`src/rtl/gpu_ram_host_port_pkg.sv`:
```
// gpu_host_pkg: shared types and defaults for the GPU RAM host port.
// Holds the state encoding, default bus widths and the read latency
// counter helpers used by the host port and its interface.
package gpu_host_pkg;

    localparam int DEFAULT_ADDR_W       = 20;
    localparam int DEFAULT_DATA_W       = 8;
    localparam int DEFAULT_READ_LATENCY = 2;
    localparam int LAT_CNT_W            = 3;

    typedef enum logic [1:0] {
        IDLE      = 2'd0,
        ISSUE_WR  = 2'd1,
        ISSUE_RD  = 2'd2,
        WAIT_DATA = 2'd3
    } gpu_host_state_t;

    // The counter is loaded one below the latency because the final
    // WAIT_DATA edge (count == 0) is the one that captures ram_rdata.
    function automatic logic [LAT_CNT_W-1:0] latency_load(input int latency);
        return LAT_CNT_W'(latency - 1);
    endfunction

endpackage

```
`src/rtl/gpu_ram_host_port_if.sv`:
```
// gpu_ram_host_port_if: bundles the bridge request/return signals, the
// RAM port signals and the status/control lines of the host port.
// "slave" is the host port itself; "master" is everything around it
// (bridge, video arbiter and RAM).
interface gpu_ram_host_port_if
    import gpu_host_pkg::*;
#(
    parameter int ADDR_W = DEFAULT_ADDR_W,
    parameter int DATA_W = DEFAULT_DATA_W
);
    logic              host_wr_ena;
    logic              host_rd_req;
    logic [ADDR_W-1:0] host_addr;
    logic [DATA_W-1:0] host_wdata;
    logic [DATA_W-1:0] host_rd_data;
    logic              host_rd_rdy;
    logic              slot_busy;
    logic [ADDR_W-1:0] ram_addr;
    logic [DATA_W-1:0] ram_wdata;
    logic              ram_wr_ena;
    logic              ram_rd_ena;
    logic [DATA_W-1:0] ram_rdata;
    logic              busy;
    logic              overrun;
    logic              overrun_clr;

    modport master (
        output host_wr_ena, host_rd_req, host_addr, host_wdata,
        output slot_busy, ram_rdata, overrun_clr,
        input  host_rd_data, host_rd_rdy, ram_addr, ram_wdata,
        input  ram_wr_ena, ram_rd_ena, busy, overrun
    );

    modport slave (
        input  host_wr_ena, host_rd_req, host_addr, host_wdata,
        input  slot_busy, ram_rdata, overrun_clr,
        output host_rd_data, host_rd_rdy, ram_addr, ram_wdata,
        output ram_wr_ena, ram_rd_ena, busy, overrun
    );

endinterface

```
`src/rtl/gpu_ram_host_port_req_oneshot.sv`:
```
// req_oneshot: turns a request level from the bridge into a single-cycle
// pulse on its rising edge. The detector is disarmed until the first
// clock after reset release, so a level that was already high while in
// reset never produces a pulse.
module req_oneshot (
    input  logic GPU_CLK,
    input  logic reset_n,
    input  logic i_level,
    output logic o_pulse
);

    logic r_prev;
    logic r_armed;

    // Level history and arming flag for the edge detector.
    always_ff @(posedge GPU_CLK or negedge reset_n) begin
        if (!reset_n) begin
            r_prev  <= 1'b0;
            r_armed <= 1'b0;
        end else begin
            r_prev  <= i_level;
            r_armed <= 1'b1;
        end
    end

    assign o_pulse = i_level & ~r_prev & r_armed;

endmodule

```
`src/rtl/gpu_ram_host_port.sv`:
```
// gpu_ram_host_port: responder for host-bus RAM requests from the Z80
// bridge. One write and one read are buffered while the RAM port is
// owned by video fetch; writes are issued before reads so a read always
// observes an earlier write. Read data returns with a one-clock
// host_rd_rdy pulse after the RAM's fixed read latency.
module gpu_ram_host_port
    import gpu_host_pkg::*;
#(
    parameter int ADDR_W       = DEFAULT_ADDR_W,
    parameter int DATA_W       = DEFAULT_DATA_W,
    parameter int READ_LATENCY = DEFAULT_READ_LATENCY
) (
    input  logic               GPU_CLK,
    input  logic               reset_n,
    gpu_ram_host_port_if.slave bus
);

    localparam logic [LAT_CNT_W-1:0] LAT_LOAD = latency_load(READ_LATENCY);

    gpu_host_state_t      r_state;
    gpu_host_state_t      w_next_state;

    logic                 w_wr_pulse;
    logic                 w_rd_pulse;
    logic                 w_wr_overrun;
    logic                 w_rd_overrun;
    logic                 w_data_due;

    logic                 r_wr_pend;
    logic [ADDR_W-1:0]    r_wr_addr;
    logic [DATA_W-1:0]    r_wr_data;
    logic                 r_rd_pend;
    logic [ADDR_W-1:0]    r_rd_addr;
    logic                 r_overrun;

    logic [ADDR_W-1:0]    r_ram_addr;
    logic [DATA_W-1:0]    r_ram_wdata;
    logic                 r_ram_wr_ena;
    logic                 r_ram_rd_ena;
    logic [LAT_CNT_W-1:0] r_lat_cnt;
    logic [DATA_W-1:0]    r_rd_data;
    logic                 r_rd_rdy;

    req_oneshot u_wr_oneshot (
        .GPU_CLK (GPU_CLK),
        .reset_n (reset_n),
        .i_level (bus.host_wr_ena),
        .o_pulse (w_wr_pulse)
    );

    req_oneshot u_rd_oneshot (
        .GPU_CLK (GPU_CLK),
        .reset_n (reset_n),
        .i_level (bus.host_rd_req),
        .o_pulse (w_rd_pulse)
    );

    // A new request whose holding register is still occupied is dropped.
    assign w_wr_overrun = w_wr_pulse & r_wr_pend;
    assign w_rd_overrun = w_rd_pulse & r_rd_pend;
    assign w_data_due   = (r_state == WAIT_DATA) && (r_lat_cnt == '0);

    // Write holding register: capture on a fresh request, release once issued.
    always_ff @(posedge GPU_CLK or negedge reset_n) begin
        if (!reset_n) begin
            r_wr_pend <= 1'b0;
            r_wr_addr <= '0;
            r_wr_data <= '0;
        end else if (w_wr_pulse && !r_wr_pend) begin
            r_wr_pend <= 1'b1;
            r_wr_addr <= bus.host_addr;
            r_wr_data <= bus.host_wdata;
        end else if (r_state == ISSUE_WR) begin
            r_wr_pend <= 1'b0;
        end
    end

    // Read holding register: capture on a fresh request, release once issued.
    always_ff @(posedge GPU_CLK or negedge reset_n) begin
        if (!reset_n) begin
            r_rd_pend <= 1'b0;
            r_rd_addr <= '0;
        end else if (w_rd_pulse && !r_rd_pend) begin
            r_rd_pend <= 1'b1;
            r_rd_addr <= bus.host_addr;
        end else if (r_state == ISSUE_RD) begin
            r_rd_pend <= 1'b0;
        end
    end

    // Sticky overrun flag; a new drop outranks a clear in the same cycle.
    always_ff @(posedge GPU_CLK or negedge reset_n) begin
        if (!reset_n) begin
            r_overrun <= 1'b0;
        end else if (w_wr_overrun || w_rd_overrun) begin
            r_overrun <= 1'b1;
        end else if (bus.overrun_clr) begin
            r_overrun <= 1'b0;
        end
    end

    // State register.
    always_ff @(posedge GPU_CLK or negedge reset_n) begin
        if (!reset_n) begin
            r_state <= IDLE;
        end else begin
            r_state <= w_next_state;
        end
    end

    // Next state: only IDLE may claim the port, and only when video leaves it free.
    always_comb begin
        w_next_state = r_state;
        case (r_state)
            IDLE: begin
                if (r_wr_pend && !bus.slot_busy) begin
                    w_next_state = ISSUE_WR;
                end else if (r_rd_pend && !bus.slot_busy) begin
                    w_next_state = ISSUE_RD;
                end
            end
            ISSUE_WR:  w_next_state = IDLE;
            ISSUE_RD:  w_next_state = WAIT_DATA;
            WAIT_DATA: begin
                if (r_lat_cnt == '0) begin
                    w_next_state = IDLE;
                end
            end
            default:   w_next_state = IDLE;
        endcase
    end

    // RAM port drive: strobes are flops that are high exactly while in the issue states.
    always_ff @(posedge GPU_CLK or negedge reset_n) begin
        if (!reset_n) begin
            r_ram_addr   <= '0;
            r_ram_wdata  <= '0;
            r_ram_wr_ena <= 1'b0;
            r_ram_rd_ena <= 1'b0;
        end else begin
            r_ram_wr_ena <= (w_next_state == ISSUE_WR);
            r_ram_rd_ena <= (w_next_state == ISSUE_RD);
            if (w_next_state == ISSUE_WR) begin
                r_ram_addr  <= r_wr_addr;
                r_ram_wdata <= r_wr_data;
            end else if (w_next_state == ISSUE_RD) begin
                r_ram_addr  <= r_rd_addr;
            end
        end
    end

    // Read latency countdown and data return; the slot does not stall the return.
    always_ff @(posedge GPU_CLK or negedge reset_n) begin
        if (!reset_n) begin
            r_lat_cnt <= '0;
            r_rd_data <= '0;
            r_rd_rdy  <= 1'b0;
        end else begin
            r_rd_rdy <= 1'b0;
            if (r_state == ISSUE_RD) begin
                r_lat_cnt <= LAT_LOAD;
            end else if (w_data_due) begin
                r_rd_data <= bus.ram_rdata;
                r_rd_rdy  <= 1'b1;
            end else if (r_state == WAIT_DATA) begin
                r_lat_cnt <= r_lat_cnt - 1'b1;
            end
        end
    end

    assign bus.ram_addr     = r_ram_addr;
    assign bus.ram_wdata    = r_ram_wdata;
    assign bus.ram_wr_ena   = r_ram_wr_ena;
    assign bus.ram_rd_ena   = r_ram_rd_ena;
    assign bus.host_rd_data = r_rd_data;
    assign bus.host_rd_rdy  = r_rd_rdy;
    assign bus.overrun      = r_overrun;
    assign bus.busy         = r_wr_pend | r_rd_pend | (r_state != IDLE);

endmodule

```
`src/flat_wrapper.sv`:
```
// flat-port wrapper written by rule: the top's interface ports become plain ports
module gpu_ram_host_port_flat import gpu_host_pkg::*;
#(
    parameter int ADDR_W       = DEFAULT_ADDR_W,
    parameter int DATA_W       = DEFAULT_DATA_W,
    parameter int READ_LATENCY = DEFAULT_READ_LATENCY
)
  (GPU_CLK, reset_n, bus_host_wr_ena, bus_host_rd_req, bus_host_addr, bus_host_wdata, bus_slot_busy, bus_ram_rdata, bus_overrun_clr, bus_host_rd_data, bus_host_rd_rdy, bus_ram_addr, bus_ram_wdata, bus_ram_wr_ena, bus_ram_rd_ena, bus_busy, bus_overrun);
  gpu_ram_host_port_if #(.ADDR_W(ADDR_W), .DATA_W(DATA_W)) bus_i ();
  input  logic GPU_CLK;
  input  logic reset_n;
  input wire logic [$bits(bus_i.host_wr_ena)-1:0] bus_host_wr_ena;
  input wire logic [$bits(bus_i.host_rd_req)-1:0] bus_host_rd_req;
  input wire logic [$bits(bus_i.host_addr)-1:0] bus_host_addr;
  input wire logic [$bits(bus_i.host_wdata)-1:0] bus_host_wdata;
  input wire logic [$bits(bus_i.slot_busy)-1:0] bus_slot_busy;
  input wire logic [$bits(bus_i.ram_rdata)-1:0] bus_ram_rdata;
  input wire logic [$bits(bus_i.overrun_clr)-1:0] bus_overrun_clr;
  output wire logic [$bits(bus_i.host_rd_data)-1:0] bus_host_rd_data;
  output wire logic [$bits(bus_i.host_rd_rdy)-1:0] bus_host_rd_rdy;
  output wire logic [$bits(bus_i.ram_addr)-1:0] bus_ram_addr;
  output wire logic [$bits(bus_i.ram_wdata)-1:0] bus_ram_wdata;
  output wire logic [$bits(bus_i.ram_wr_ena)-1:0] bus_ram_wr_ena;
  output wire logic [$bits(bus_i.ram_rd_ena)-1:0] bus_ram_rd_ena;
  output wire logic [$bits(bus_i.busy)-1:0] bus_busy;
  output wire logic [$bits(bus_i.overrun)-1:0] bus_overrun;
  assign bus_i.host_wr_ena = bus_host_wr_ena;
  assign bus_i.host_rd_req = bus_host_rd_req;
  assign bus_i.host_addr = bus_host_addr;
  assign bus_i.host_wdata = bus_host_wdata;
  assign bus_i.slot_busy = bus_slot_busy;
  assign bus_i.ram_rdata = bus_ram_rdata;
  assign bus_i.overrun_clr = bus_overrun_clr;
  assign bus_host_rd_data = bus_i.host_rd_data;
  assign bus_host_rd_rdy = bus_i.host_rd_rdy;
  assign bus_ram_addr = bus_i.ram_addr;
  assign bus_ram_wdata = bus_i.ram_wdata;
  assign bus_ram_wr_ena = bus_i.ram_wr_ena;
  assign bus_ram_rd_ena = bus_i.ram_rd_ena;
  assign bus_busy = bus_i.busy;
  assign bus_overrun = bus_i.overrun;
  gpu_ram_host_port #(.ADDR_W(ADDR_W), .DATA_W(DATA_W), .READ_LATENCY(READ_LATENCY)) u_core (.GPU_CLK(GPU_CLK), .reset_n(reset_n), .bus(bus_i));
endmodule
```
`config.mk`:
```
export PLATFORM = sky130hd
export DESIGN_NAME = gpu_ram_host_port_flat
export DESIGN_NICKNAME = d
export VERILOG_FILES = /design/src/rtl/gpu_ram_host_port_pkg.sv /design/src/rtl/gpu_ram_host_port_if.sv /design/src/rtl/gpu_ram_host_port_req_oneshot.sv /design/src/rtl/gpu_ram_host_port.sv /design/src/flat_wrapper.sv
export SDC_FILE = /design/constraint.sdc
export NUM_CORES = 1
export LEC_CHECK = 0
export CORE_AREA = 2 2 92 94
export DETAILED_ROUTE_END_ITERATION = 8
export DIE_AREA = 0 0 94 96
export PLACE_DENSITY = 0.73
export SLEW_MARGIN = 5
export SYNTH_ARGS = -nofsm -noshare
export SYNTH_HDL_FRONTEND = slang
export SYNTH_SLANG_ARGS = --single-unit
```
`constraint.sdc`:
```
create_clock -name GPU_CLK -period 2.6 [get_ports GPU_CLK]
set_input_delay 0.65 -clock GPU_CLK [delete_from_list [all_inputs] [get_ports GPU_CLK]]
set_output_delay 0.65 -clock GPU_CLK [all_outputs]
set_load 0.05 [all_outputs]
```
==> impl_metrics.csv <==
group,metric,value,unit
synth,syn_avg_cell_area,14.4,µm²
clock_tree,cts_resized,1,
timing,finalSetupViolCount,0,
floorplanning,coreArea,0.00805,mm²
placed_design,portBuffers,82,
critical_path,critical-path-max-stage-delay,0.49,ns
drt,top_layer,"met4",
clock_tree,numCtsBuffers,9,
floorplanning,rows,33,
layout,area_growth_syn_to_layout,30.3,%
drt,wl,7030,µm
synth,ys_types,32,
critical_path,cp_cell_sequence,"or4_1, dlygate4sd2_1",
layout,fin_nets,409,
layout,antenna_cells,0,
grt,grt_overflow_total,0,
clock_tree,clockBufferDepth,2,
grt,grt_pass1_wl,11100,µm
grt,grt_usage,16.4,%
floorplanning,die_area,0.00902,mm²
critical_path,regToRegSetupSlack,0.41,ns
placed_design,hpwl,4780,µm
timing,finalClockSkew,0.00913,ns
critical_path,critPathKind,"flop to output port",
floorplanning,die_height,96,µm
critical_path,r2r_end,"u_core.bus.ram_addr[14]$_DFFE_PN0P_",
synth,synthArstFlopShare,100,%
clock_tree,clk_pin_slew_worst_paths,0.09,ns
critical_path,crit_arrival,1.75,ns
timing,rsz0062_at_grt,"no",
status,outcome,"complete, no violations",
synth,syn-instance-count,273,
floorplanning,die-width,94,µm
placed_design,place_area,0.00491,mm²
critical_path,crit_slowest_cell,"or4_1",
synth,ys_top_cells_by_count,"dfrtp_1, mux2_2, nand2_1",
synth,ys_seq_area_share,62.6,%
drt,drc_errors,0,
clock_tree,cts.root.buffer_cell,"clkbuf_8",
power,powerDensity,1410,mW/mm²
timing,layout_setup_ws,0.195,ns
synth,yosysWarningCount,0,
critical_path,startpoint_type,"flop",
drt,met3WireLength,281,µm
clock_tree,ctsHoldBuffers,0,
drt,vias_per_cell,5.03,
timing,maxSlewHeadroom,64.4,%
layout,multi_input_area,0.00137,mm²
timing,tightest_slew,0.532,ns
layout,fin_area,0.00511,mm²
synth,netlist.area_leader.share,62.6,%
grt,antenna_found_initial,0,
clock_tree,htreeDepth,3,
timing,slew_violations,0,
synth,synth_area_leader_cell,"dfrtp_1",
critical_path,end_kind,"output port",
drt,met1_length,3170,µm
timing,fin_crit_sh,92.5,%
synth,synthFlopType,"dfrtp_1",
drt,drtPass1Iterations,6,
drt,ant_nets,0,
critical_path,cp_max_fo,6,
timing,hold_viol_final,0,
grt,grt_pass1_vias,2317,
critical_path,r2r_start,"u_core.r_lat_cnt[0]$_DFFE_PN0P_",
synth,synth.cell_area,0.00392,mm²
clock_tree,postCtsSetupRepairBufs,0,
synth,ys_ff_latch,98,
hold_path,hold_class,"input port to asynchronous set/reset pin",
synth,synth_edf_count,0,
timing,tns,0,ns
critical_path,path_buf_inv,1,
critical_path,critPathRequiredTime,1.95,ns
placed_design,dpl_worst_slack,0.208,ns
synth,yosysMostFrequentCell,"dfrtp_1",
placed_design,place.gp.congestion,0.757,
timing,timing.fmax,416,MHz
drt,avgRoutedWirePerCell,14.9,µm
drt,wl_met2,3430,µm
timing,min_period,2.40,ns
layout,drive_above_1_share,23.2,%
synth,synth.area.top_cells,"dfrtp_1, mux2_2, mux2i_1",
layout,seq_area,0.00245,mm²
clock_tree,clk_latency,0.35,ns
layout,utilization,63.4,%
critical_path,cp-startpoint,"u_core.r_wr_pend$_DFFE_PN0P_",
drt,vias,2375,
drt,drt_first_iter_violations,82,
power,p_leak,2.19,nW
synth,syn-num-nets,320,
critical_path,critPathTopFamily,"simple AND/OR/NAND/NOR gates",
critical_path,r2r_cells,10,
clock_tree,cts_tree,"yes",
layout,fillers,616,
floorplanning,start_util,48.7,%
floorplanning,ioPinCount,83,
timing,holdWs,0.100,ns
critical_path,crit_cells,2,
clock_tree,cts_sinks,98,
critical_path,critical_path.endpoint,"bus_busy",
grt,grt_max_degree,57,
power,ir_worst_vdd,0.609,mV
run,maxCapViolCount,0,
[final cells by class]
type                    instances  area share [%]
well taps                     105            2.57
clock inverters                 4            1.00
clock buffers                  12            2.84
multi-input cells             157            26.8
flip-flops and latches         98            48.0
inverters                       4           0.294
repair buffers                 92            18.4
[state kept, by name (all words and copies together), names as in the netlist, 2 cells and up]
signal / count
u_core.r_wr_addr: 20
u_core.r_state: 2
u_core.bus.ram_wdata: 8
u_core.r_rd_addr: 20
u_core.r_wr_data: 8
u_core.bus.host_rd_data: 8
u_core.bus.ram_addr: 20
u_core.r_lat_cnt: 3
[kinds of logic after synthesis]
logic type	after synthesis	share of synthesized area [%]
adders and majority gates	5	1.60
other	1	0.0957
and+or+nand+nor	40	5.81
DFF	98	62.6
AOI/OAI and AO/OA	27	3.96
buffers and inverters	18	2.49
muxes	84	23.5
[report_power, final]
group          total [W]  switching (W)  leakage [nW]  internal, W
logic            0.00363        0.00210         0.912      0.00153
registers        0.00260       0.000361          1.18      0.00224
clock network   0.000962       0.000490        0.0966     0.000472
total            0.00719        0.00295          2.19      0.00424
[layout by cell type (no fill, tap or decap)]
cell type / count
a21o_1: 2
nor4bb_4: 1
o32ai_1: 1
bufinv_16: 1
mux2_2: 55
buf_4: 7
o21ai_0: 20
a21oi_1: 1
mux2_1: 9
mux2i_1: 20
or4_1: 1
and4b_1: 1
buf_12: 4
dlygate4sd2_1: 1
clkinvlp_4: 1
nor2_1: 2
clkdlybuf4s50_1: 80
a21bo_2: 1
nand2_1: 21
nand4b_1: 2
and4bb_2: 1
dfrtp_1: 98
conb_1: 1
ha_1: 5
o221ai_1: 1
clkinv_4: 1
a21boi_0: 1
clkinv_2: 1
nor4b_1: 1
inv_1: 4
clkbuf_1: 2
nand2b_1: 4
clkbuf_8: 10
nor3b_1: 1
or2_2: 2
nand3_1: 3
[per-layer routing]
metal	vias up	track usage [%]
met3	11	2.90
met4	0	9.42
met1	1177	21.5
met2	59	25.8
met5	-	0
li1	1128	-
[worst min path at each step]
stage                                             end                                start
5_1_grt               u_core.r_rd_addr[0]$_DFFE_PN0P_                              reset_n
6_report              u_core.r_rd_addr[0]$_DFFE_PN0P_                              reset_n
3_3_place_gp      u_core.bus.ram_addr[16]$_DFFE_PN0P_  u_core.bus.ram_addr[16]$_DFFE_PN0P_
3_5_place_dp       u_core.bus.ram_addr[0]$_DFFE_PN0P_   u_core.bus.ram_addr[0]$_DFFE_PN0P_
2_1_floorplan  u_core.bus.host_rd_data[0]$_DFFE_PN0P_                              reset_n
4_1_cts               u_core.r_rd_addr[0]$_DFFE_PN0P_                              reset_n
[per-stage QoR]
| step | std cells | total power [W] |
|---|---|---|
| finish | 472 | 0.00719 |
| global route | 472 | 0.00767 |
| CTS | 472 | 0.00730 |
| detailed placement | 456 | 0.00633 |
| global placement | 456 | 0.00622 |
| floorplan | 273 | 0.00510 |
Power figures use the tool's default switching activity.
